### config.mk
export PLATFORM = sky130hd
export DESIGN_NAME = aclk_controller
export DESIGN_NICKNAME = d
export VERILOG_FILES = /design/src/rtl/aclk_controller.sv
export SDC_FILE = /design/constraint.sdc
export NUM_CORES = 1
export LEC_CHECK = 0
export ABC_AREA = 1
export CORE_AREA = 3 3 40 42
export CTS_BUF_LIST = sky130_fd_sc_hd__clkbuf_8 sky130_fd_sc_hd__clkbuf_16
export DETAILED_ROUTE_END_ITERATION = 7
export DIE_AREA = 0 0 43 45
export GPL_TIMING_DRIVEN = 0
export PLACE_DENSITY = 0.62
export SLEW_MARGIN = 20
export SYNTH_ARGS = -nofsm -noshare
export SYNTH_HDL_FRONTEND = slang
export SYNTH_SLANG_ARGS = --single-unit
### constraint.sdc
create_clock -name clk -period 3.25 [get_ports clk]
set_clock_uncertainty 0.15 [all_clocks]
set_input_delay 0.65 -clock clk [delete_from_list [all_inputs] [get_ports clk]]
set_output_delay 0.65 -clock clk [all_outputs]
set_load 0.05 [all_outputs]
### src/rtl/aclk_controller.sv
// aclk_controller
// Main sequencing FSM of the alarm clock. It interprets keypad digits and the
// time/alarm buttons. It drives the key-register shift strobe and the load
// strobes of the alarm register and the current-time counter. It also aborts
// key entry after TIMEOUT_SECS one_second pulses with no new digit.
//
// Optional feature macro: ACLK_FAST_WATCH_EN
//   defined     : fast_watch follows fast_watch_btn while in SHOW_TIME
//   not defined : fast_watch is tied low and fast_watch_btn is ignored
//
// Ports
//   clk            in   system clock, all state updates on posedge
//   reset          in   synchronous active-high reset
//   one_second     in   one-cycle pulse from the time generator
//   key[3:0]       in   keypad code, 0-9 digits, anything else = no key
//   alarm_button   in   level, alarm button held
//   time_button    in   level, time button held
//   fast_watch_btn in   level, fast-watch request (feature build only)
//   reset_count    out  clear time generator sec/min counters
//   load_new_a     out  load key register into alarm register
//   load_new_c     out  load key register into current-time counter
//   show_a         out  display selects alarm time
//   show_new_time  out  display selects key register
//   shift          out  shift current key into key register
//   fast_watch     out  fast-watch request to the time generator
//
// state            | meaning
// -----------------+------------------------------------------------
// SHOW_TIME        | idle, display current time
// KEY_STORED       | one cycle, shift the new digit into key register
// KEY_WAITED       | waiting for the digit key to be released
// KEY_ENTRY        | key released, waiting for next digit or a button
// SHOW_ALARM       | alarm button held, display alarm time
// SET_ALARM_TIME   | one cycle, load key register into alarm register
// SET_CURRENT_TIME | one cycle, load current time and reset counters

module aclk_controller #(
  parameter int         TIMEOUT_SECS = 10,
  parameter logic [3:0] NOKEY        = 4'd10
) (
  input  logic       clk,
  input  logic       reset,
  input  logic       one_second,
  input  logic [3:0] key,
  input  logic       alarm_button,
  input  logic       time_button,
  input  logic       fast_watch_btn,
  output logic       reset_count,
  output logic       load_new_a,
  output logic       load_new_c,
  output logic       show_a,
  output logic       show_new_time,
  output logic       shift,
  output logic       fast_watch
);

  localparam int              CW   = $clog2(TIMEOUT_SECS + 1);
  localparam logic [CW-1:0]   TMAX = CW'(TIMEOUT_SECS);

  typedef enum logic [2:0] {
    SHOW_TIME,
    KEY_STORED,
    KEY_WAITED,
    KEY_ENTRY,
    SHOW_ALARM,
    SET_ALARM_TIME,
    SET_CURRENT_TIME
  } state_t;

  state_t          r_state;
  state_t          w_state_nxt;
  logic [CW-1:0]   r_count;
  logic            w_digit;
  logic            w_timeout;
  logic            w_in_entry;

  // Codes 11-15 and NOKEY itself all count as "no key".
  assign w_digit    = (key <= 4'd9) && (key != NOKEY);
  assign w_timeout  = (r_count == TMAX);
  assign w_in_entry = (r_state == KEY_WAITED) || (r_state == KEY_ENTRY);

  always_ff @(posedge clk) begin
    if (reset) begin
      r_state <= SHOW_TIME;
    end else begin
      r_state <= w_state_nxt;
    end
  end

  // Idle timer. It runs only while waiting in the key-entry states, so the
  // KEY_STORED cycle of each new digit restarts it. It saturates at TMAX.
  always_ff @(posedge clk) begin
    if (reset || !w_in_entry) begin
      r_count <= '0;
    end else if (one_second && !w_timeout) begin
      r_count <= r_count + CW'(1);
    end
  end

  always_comb begin
    w_state_nxt = r_state;
    case (r_state)
      SHOW_TIME: begin
        if (alarm_button)  w_state_nxt = SHOW_ALARM;
        else if (w_digit)  w_state_nxt = KEY_STORED;
      end
      KEY_STORED: w_state_nxt = KEY_WAITED;
      KEY_WAITED: begin
        if (!w_digit)       w_state_nxt = KEY_ENTRY;
        else if (w_timeout) w_state_nxt = SHOW_TIME;
      end
      KEY_ENTRY: begin
        if (alarm_button)      w_state_nxt = SET_ALARM_TIME;
        else if (time_button)  w_state_nxt = SET_CURRENT_TIME;
        else if (w_digit)      w_state_nxt = KEY_STORED;
        else if (w_timeout)    w_state_nxt = SHOW_TIME;
      end
      SHOW_ALARM: begin
        if (!alarm_button) w_state_nxt = SHOW_TIME;
      end
      SET_ALARM_TIME:   w_state_nxt = SHOW_TIME;
      SET_CURRENT_TIME: w_state_nxt = SHOW_TIME;
      default:          w_state_nxt = SHOW_TIME;
    endcase
  end

  always_comb begin
    reset_count   = 1'b0;
    load_new_a    = 1'b0;
    load_new_c    = 1'b0;
    show_a        = 1'b0;
    show_new_time = 1'b0;
    shift         = 1'b0;
    case (r_state)
      KEY_STORED: begin
        shift         = 1'b1;
        show_new_time = 1'b1;
      end
      KEY_WAITED:       show_new_time = 1'b1;
      KEY_ENTRY:        show_new_time = 1'b1;
      SHOW_ALARM:       show_a        = 1'b1;
      SET_ALARM_TIME:   load_new_a    = 1'b1;
      SET_CURRENT_TIME: begin
        load_new_c  = 1'b1;
        reset_count = 1'b1;
      end
      default: ;
    endcase
  end

`ifdef ACLK_FAST_WATCH_EN
  logic r_fast_watch;

  // Sampled against the next state so the registered output is aligned with
  // r_state. It can only be high while the FSM sits in SHOW_TIME and drops in
  // the same cycle the FSM leaves it.
  always_ff @(posedge clk) begin
    if (reset) begin
      r_fast_watch <= 1'b0;
    end else begin
      r_fast_watch <= fast_watch_btn && (w_state_nxt == SHOW_TIME);
    end
  end

  assign fast_watch = r_fast_watch;
`else
  logic w_fast_watch_unused;

  assign w_fast_watch_unused = fast_watch_btn;
  assign fast_watch          = 1'b0;
`endif

endmodule

==> out/qor.yml, run 1 <==
drt:
  via_per_inst: 4.59
  wl_per_cell_um: 9.49
  routed_wirelength_um: 1030
  drcViolationCount: 0
  first_pass_iters: 5
  antenna_left: 0
  vias: 496
  drt_iter0_drc: 3
setup_path:
  cp_top_family: "buffers and inverters"
  startpoint_type: "flop"
  crit_chain: "nand2_1, nor2_1, buf_4, clkdlybuf4s50_1"
  critPathLaunch: "r_state[1]"
  crit_path_max_fanout: 7
  r2r_cells: 11
  worstSetupEndpointType: "output pin"
  r2r_end: "r_state[0]"
  cp_slowest_stage_delay_ns: 0.79
  cp.depth: 4
  timing.rr.start: "r_count[0]"
  cp.arrival_ns: 1.79
  rrSetupSlack_ns: 1.80
  cp.required_ns: 2.45
  worstSetupPathType: "reg2out"
  crit_slowest_cell: "clkdlybuf4s50_1"
  crit_buf_inv: 2
worst_hold_path:
  min_from: "r_count[2]"
  hold_path_end: "r_count[2]"
  hold_depth: 1
  min_path_type: "reg2reg"
logic_synthesis:
  yosysTopAreaCell: "dfxtp_1"
  synth_edf_count: 0
  ys_async_sr_fraction_pct: 0
  ys_warn_count: 0
  synth_area_um2: 467
  synthCells: 76
  synthTopCellsByCount: "17 x nand2_1, 13 x nor2_1, 12 x inv_1, 7 x dfxtp_1, 6 x a21oi_1"
  netlist.area_leader.share_pct: 30.0
  synthTopCellsByArea: "dfxtp_1 30%, nand2_1 14%, nor2_1 10%"
  synth_nets: 88
  synth_seq_cells: 7
  postSynthAreaPerCell_um2: 6.14
  yosysMostFrequentCell: "nand2_1"
  yosysSeqAreaShare_pct: 30.0
  synthFlopType: "dfxtp_1"
  ys_types: 18
timing:
  finalCritPeriodShare_pct: 79.8
  hold_viol: 0
  fmax_mhz: 386
  drv_slew: 0
  setup_tns_ns: 0
  finalSetupViolations: 0
  hold-worst-slack_ns: 0.333
  rsz0062_at_grt: "false"
  fin_crit_ns: 2.59
final_layout:
  drive_above_1_share_pct: 7.53
  fin_util_pct: 51.4
  synthToLayoutAreaGrowth_pct: 41.6
  fillers: 141
  fin_area_um2: 661
  diodes: 0
  fin_nets: 106
clock_network:
  cts_buffer_depth: 2
  cts_sinks: 7
  cts_setup_buffers: 0
  cts_resized: 0
  clkSlewWorstSetupHoldPaths_ns: 0.04
  clockRootBuffer: "clkbuf_8"
  clock_latency_ns: 0.22
  cts_tree: "yes"
  cts_max_level: 1
  numCtsBuffers: 3
  postCtsHoldBufs: 0
die:
  fp.coreArea_um2: 1280
  floorplan.initialDensity_pct: 36.3
  ios: 17
  die_area_um2: 1940
  rows: 13
  chipHeight_um: 45
  die_w_um: 43
global_route:
  grt.overflow.total: 0
  grt_pass1_vias: 431
  grt_max_degree: 8
  antenna_found_initial: 0
  track_usage_pct: 11.4
  grt_pass1_wl_um: 1610
power:
  sw_frac_of_total_pct: 29.4
  ir_drop_mv: 0.187
  power.density_nw_per_um2: 425
  clkPwrFrac_pct: 41.8
  p_leak_uw: 0.000300
  combPwrFrac_pct: 24.6
  switchingPower_uw: 82.6
  p_int_uw: 198
  p_seq_share_pct: 33.7
  power_uw: 281
job:
  cap_violations: 0
placement:
  place_area_um2: 616
  port_buffers: 13
  place_hpwl_um: 829
  globalplace.congestion: 0.786
outcome:
  status: "complete, no violations"
## state kept, by name, summed over array words and instances, names as in the netlist
name,flops
r_state,3
r_count,4
## metrics by stage
step	cells	setup slack, ns
2_1_floorplan	76	0.902
3_3_place_gp	104	0.882
4_1_cts	108	0.632
3_5_place_dp	104	0.886
5_1_grt	108	0.566
6_report	108	0.656
## logic make-up after synthesis
family / after synthesis / synth area share [%]
simple gates: 37 / 31.9
fa+ha+maj: 2 / 5.36
buf+inv: 15 / 13.7
flops: 7 / 30.0
other cells: 1 / 0.804
compound gates: 14 / 18.2
## how the worst max path moves through the flow
stage,to,slack [ns]
6_report,reset_count,0.66
3_5_place_dp,reset_count,0.89
3_3_place_gp,reset_count,0.88
2_1_floorplan,show_a,0.90
5_1_grt,reset_count,0.57
4_1_cts,reset_count,0.63
## cell usage in the layout, fill, tap and decap left out, types with 3 or more instances in the layout
master,count
nor2_1,13
dfxtp_1,7
inv_1,13
a21oi_1,6
nand2_1,17
clkbuf_8,3
clkdlybuf4s50_1,13
nand3_1,4
## power by group through the flow
stage	Combinational [uW]	Sequential, uW	Clock, uW
after floorplan	46.0	95.1	0
after global placement	69.1	95.9	0
after detailed placement	69.3	96.1	0
after CTS	69.5	94.6	122
after global routing	74.6	94.9	124
final	69.0	94.6	117
## worst reg2reg max path, stage by stage, from the launching register on
cell     delay [ns]
dfxtp_1        0.36
inv_1          0.07
ha_1           0.19
nand3_1        0.13
nand2_1        0.07
nand2_1        0.06
nand2_1        0.04
nand2_1        0.05
nand2_1        0.04
nand2_1        0.05
nand2_1        0.06
nor2_1         0.10
## routing by layer
layer  track usage (%)  part of all wire, %  up-vias  wire [um]
met5                 0                    0        -          0
met1              10.6                   43      204        436
met3              1.99                  6.6        5         68
li1                  -                    -      272          -
met4              10.8                  3.4        0         35
met2              21.0                   47       15        485
## layout make-up
type	count	area (um2)	area share (%)
Multi-Input combinational cell	54	263	39.8
Clock buffer	3	41.3	6.25
Buffer	2	15.0	2.27
Tap cell	15	18.8	2.84
Inverter	13	48.8	7.39
Sequential cell	7	140	21.2
Timing Repair Buffer	13	130	19.7
Clock inverter	1	3.75	0.568
Power figures use the tool's default switching activity.
==> run 2, diff against run 1 <==
--- a/config.mk
+++ b/config.mk
@@ -11,7 +11,7 @@
 export DETAILED_ROUTE_END_ITERATION = 7
 export DIE_AREA = 0 0 43 45
 export GPL_TIMING_DRIVEN = 0
-export PLACE_DENSITY = 0.62
+export PLACE_DENSITY = 0.65
 export SLEW_MARGIN = 20
 export SYNTH_ARGS = -nofsm -noshare
 export SYNTH_HDL_FRONTEND = slang
==> constraint.sdc (replaced) <==
create_clock -name clk -period 2.2 [get_ports clk]
set_clock_uncertainty 0.15 [all_clocks]
set_input_delay 0.44 -clock clk [delete_from_list [all_inputs] [get_ports clk]]
set_output_delay 0.44 -clock clk [all_outputs]
set_load 0.05 [all_outputs]
==> out/qor.yml, run 2 (synthesis results as in run 1) <==
drt:
  vias: 508  # was 496
  drt_iter0_drc: 6  # was 3
  via_per_inst: 4.70  # was 4.59
  routed_wirelength_um: 1030  # about the same
  first_pass_iters: 4  # was 5
  wl_per_cell_um: 9.56  # was 9.49 um
  antenna_left: 0  # unchanged
  drcViolationCount: 0  # unchanged
setup_path:
  timing.rr.start: "r_count[0]"  # unchanged
  r2r_end: "r_state[0]"  # unchanged
  worstSetupPathType: "reg2out"  # unchanged
  cp.arrival_ns: 1.50  # was 1.79 ns
  crit_path_max_fanout: 7  # unchanged
  r2r_cells: 11  # unchanged
  startpoint_type: "flop"  # unchanged
  critPathLaunch: "r_state[1]"  # unchanged
  worstSetupEndpointType: "output pin"  # unchanged
  rrSetupSlack_ns: 0.75  # was 1.80 ns
  cp.required_ns: 1.61  # was 2.45 ns
  cp-endpoint: "reset_count"  # unchanged
timing:
  finalCritPeriodShare_pct: 95.1
  finalSetupViolations: 0  # unchanged
  hold-worst-slack_ns: 0.335  # was 0.333 ns
  fmax_mhz: 478
  setup_tns_ns: 0  # unchanged
  rsz0062_at_grt: "false"  # unchanged
  fin_crit_ns: 2.09
  drv_slew: 0  # unchanged
  hold_viol: 0  # unchanged
power:
  p_seq_share_pct: 34.3  # was 33.7%
  power.density_nw_per_um2: 625  # was 425 nW/um2
  p_leak_uw: 0.000323  # was 0.000300 uW
  sw_frac_of_total_pct: 29.5  # was 29.4%
  switchingPower_uw: 121  # was 82.6 uW
  power_uw: 409  # was 281 uW
  combPwrFrac_pct: 23.8  # was 24.6%
  p_int_uw: 288  # was 198 uW
  clkPwrFrac_pct: 41.9  # was 41.8%
  ir_drop_mv: 0.374  # was 0.187 mV
final_layout:
  final_common_cell: "nand2_1"  # unchanged
  largest_reg_flops: 4  # unchanged
  reg_top3: "r_count x4, r_state x3"  # unchanged
  diodes: 0  # unchanged
  fin_nets: 106  # unchanged
  synthToLayoutAreaGrowth_pct: 40.2  # was 41.6%
  largest_register: "r_count"  # unchanged
  final_cell_mix: "17 x nand2_1, 13 x inv_1, 13 x nor2_1, 7 x clkdlybuf4s50_1, 7 x dfxtp_1"  # was 17 x nand2_1, 13 x inv_1, 13 x nor2_1, 13 x clkdlybuf4s50_1, 7 x dfxtp_1
  drive_above_1_share_pct: 7.53  # unchanged
placement:
  place_hpwl_um: 875  # was 829 um
  globalplace.congestion: 0.856  # was 0.786
  port_buffers: 13  # unchanged
clock_network:
  cts_tree: "yes"  # unchanged
  numCtsBuffers: 3  # unchanged
  cts_max_level: 1  # unchanged
  cts_setup_buffers: 0  # unchanged
  clkSlewWorstSetupHoldPaths_ns: 0.04  # about the same
  cts_buffer_depth: 2  # unchanged
  cts_sinks: 7  # unchanged
  clock_latency_ns: 0.22  # about the same
  clockRootBuffer: "clkbuf_8"  # unchanged
job:
  cap_violations: 0  # unchanged
global_route:
  track_usage_pct: 12.6  # was 11.4%
  grt_max_degree: 8  # unchanged
  grt_pass1_vias: 445  # was 431
  grt_pass1_wl_um: 1740  # was 1610 um
  grt.overflow.total: 0  # unchanged
  antenna_found_initial: 0  # unchanged
outcome:
  status: "complete, no violations"  # unchanged
die:
  chipHeight_um: 45  # unchanged
  fp.coreArea_um2: 1280  # unchanged
  floorplan.initialDensity_pct: 36.3  # unchanged
  ios: 17  # unchanged
  die_w_um: 43  # unchanged
  rows: 13  # unchanged
  die_area_um2: 1940  # unchanged
worst_hold_path:
  min_path_type: "reg2reg"  # unchanged
## run 2: cell count changes in the layout (fill, tap and decap cells not counted), sizes merged
cell,before,now
dlygate4sd2,0,5
clkdlybuf4s15,0,1
clkdlybuf4s50,13,7
## run 2: metal layers
layer	vias up	global-route usage (%)	share of wire [%]
met3	5	3.98	7.3
met4	0	10.8	3.2
met5	-	0	0
met1	220	12.3	40
li1	271	-	-
met2	12	21.6	50
## run 2: metrics by stage
step,instance area [um2],setup WS [ns],cells,util (%)
global placement,616,0.0347,104,47.9
CTS,653,0.0720,108,50.8
detailed placement,616,0.0337,104,47.9
floorplan,467,0.0618,76,-
finish,654,0.108,108,50.9
global route,654,0.00196,108,50.9
## run 2: timing repair
action                                  CTS  global route
pin swaps                                 0             0
hold endpoints to repair                  0             0
gates resized for setup                   6             1
endpoints found under the setup margin    6             1
hold buffers                              0             0
## run 2: worst max-delay path, stage by stage (launching register included)
cell and delay (ns):
dfxtp_1 0.42, nand2_1 0.13, nor2_1 0.13, buf_4 0.12, clkdlybuf4s15_1 0.48
## run 2: cell type report
type | count | area (um2)
Buffer | 2 | 15.0
Fill cell | 150 | 631
Inverter | 13 | 48.8
Tap cell | 15 | 18.8
Timing Repair Buffer | 13 | 124
Multi-Input combinational cell | 54 | 263
Clock inverter | 1 | 3.75
Clock buffer | 3 | 41.3
Sequential cell | 7 | 140
## run 2: worst min-delay path by stage
stage,slack (ns),cells past startpoint,end,startpoint
6_report,0.34,1,r_count[2],r_count[2]
5_1_grt,0.34,1,r_count[2],r_count[2]
3_3_place_gp,0.32,1,r_count[2],r_count[2]
3_5_place_dp,0.32,1,r_count[2],r_count[2]
4_1_cts,0.33,1,r_count[2],r_count[2]
2_1_floorplan,0.29,1,r_count[2],r_count[2]
## run 2: power by group through the flow
stage / registers, uW / clock network (uW) / logic (uW)
finish: 140 / 171 / 97.2
global route: 141 / 187 / 107
CTS: 140 / 178 / 97.9
detailed placement: 142 / 0 / 103
global placement: 142 / 0 / 102
floorplan: 140 / 0 / 68.0
==> run 3, diff against run 2 <==
--- a/config.mk
+++ b/config.mk
@@ -8,11 +8,12 @@
 export ABC_AREA = 1
 export CORE_AREA = 3 3 40 42
 export CTS_BUF_LIST = sky130_fd_sc_hd__clkbuf_8 sky130_fd_sc_hd__clkbuf_16
+export CTS_CLUSTER_DIAMETER = 60
 export DETAILED_ROUTE_END_ITERATION = 7
 export DIE_AREA = 0 0 43 45
 export GPL_TIMING_DRIVEN = 0
 export PLACE_DENSITY = 0.65
-export SLEW_MARGIN = 20
+export SLEW_MARGIN = 10
 export SYNTH_ARGS = -nofsm -noshare
 export SYNTH_HDL_FRONTEND = slang
 export SYNTH_SLANG_ARGS = --single-unit
==> results of run 3 <==
Same layout as run 2: the final DEF is identical, and so are final timing and power.
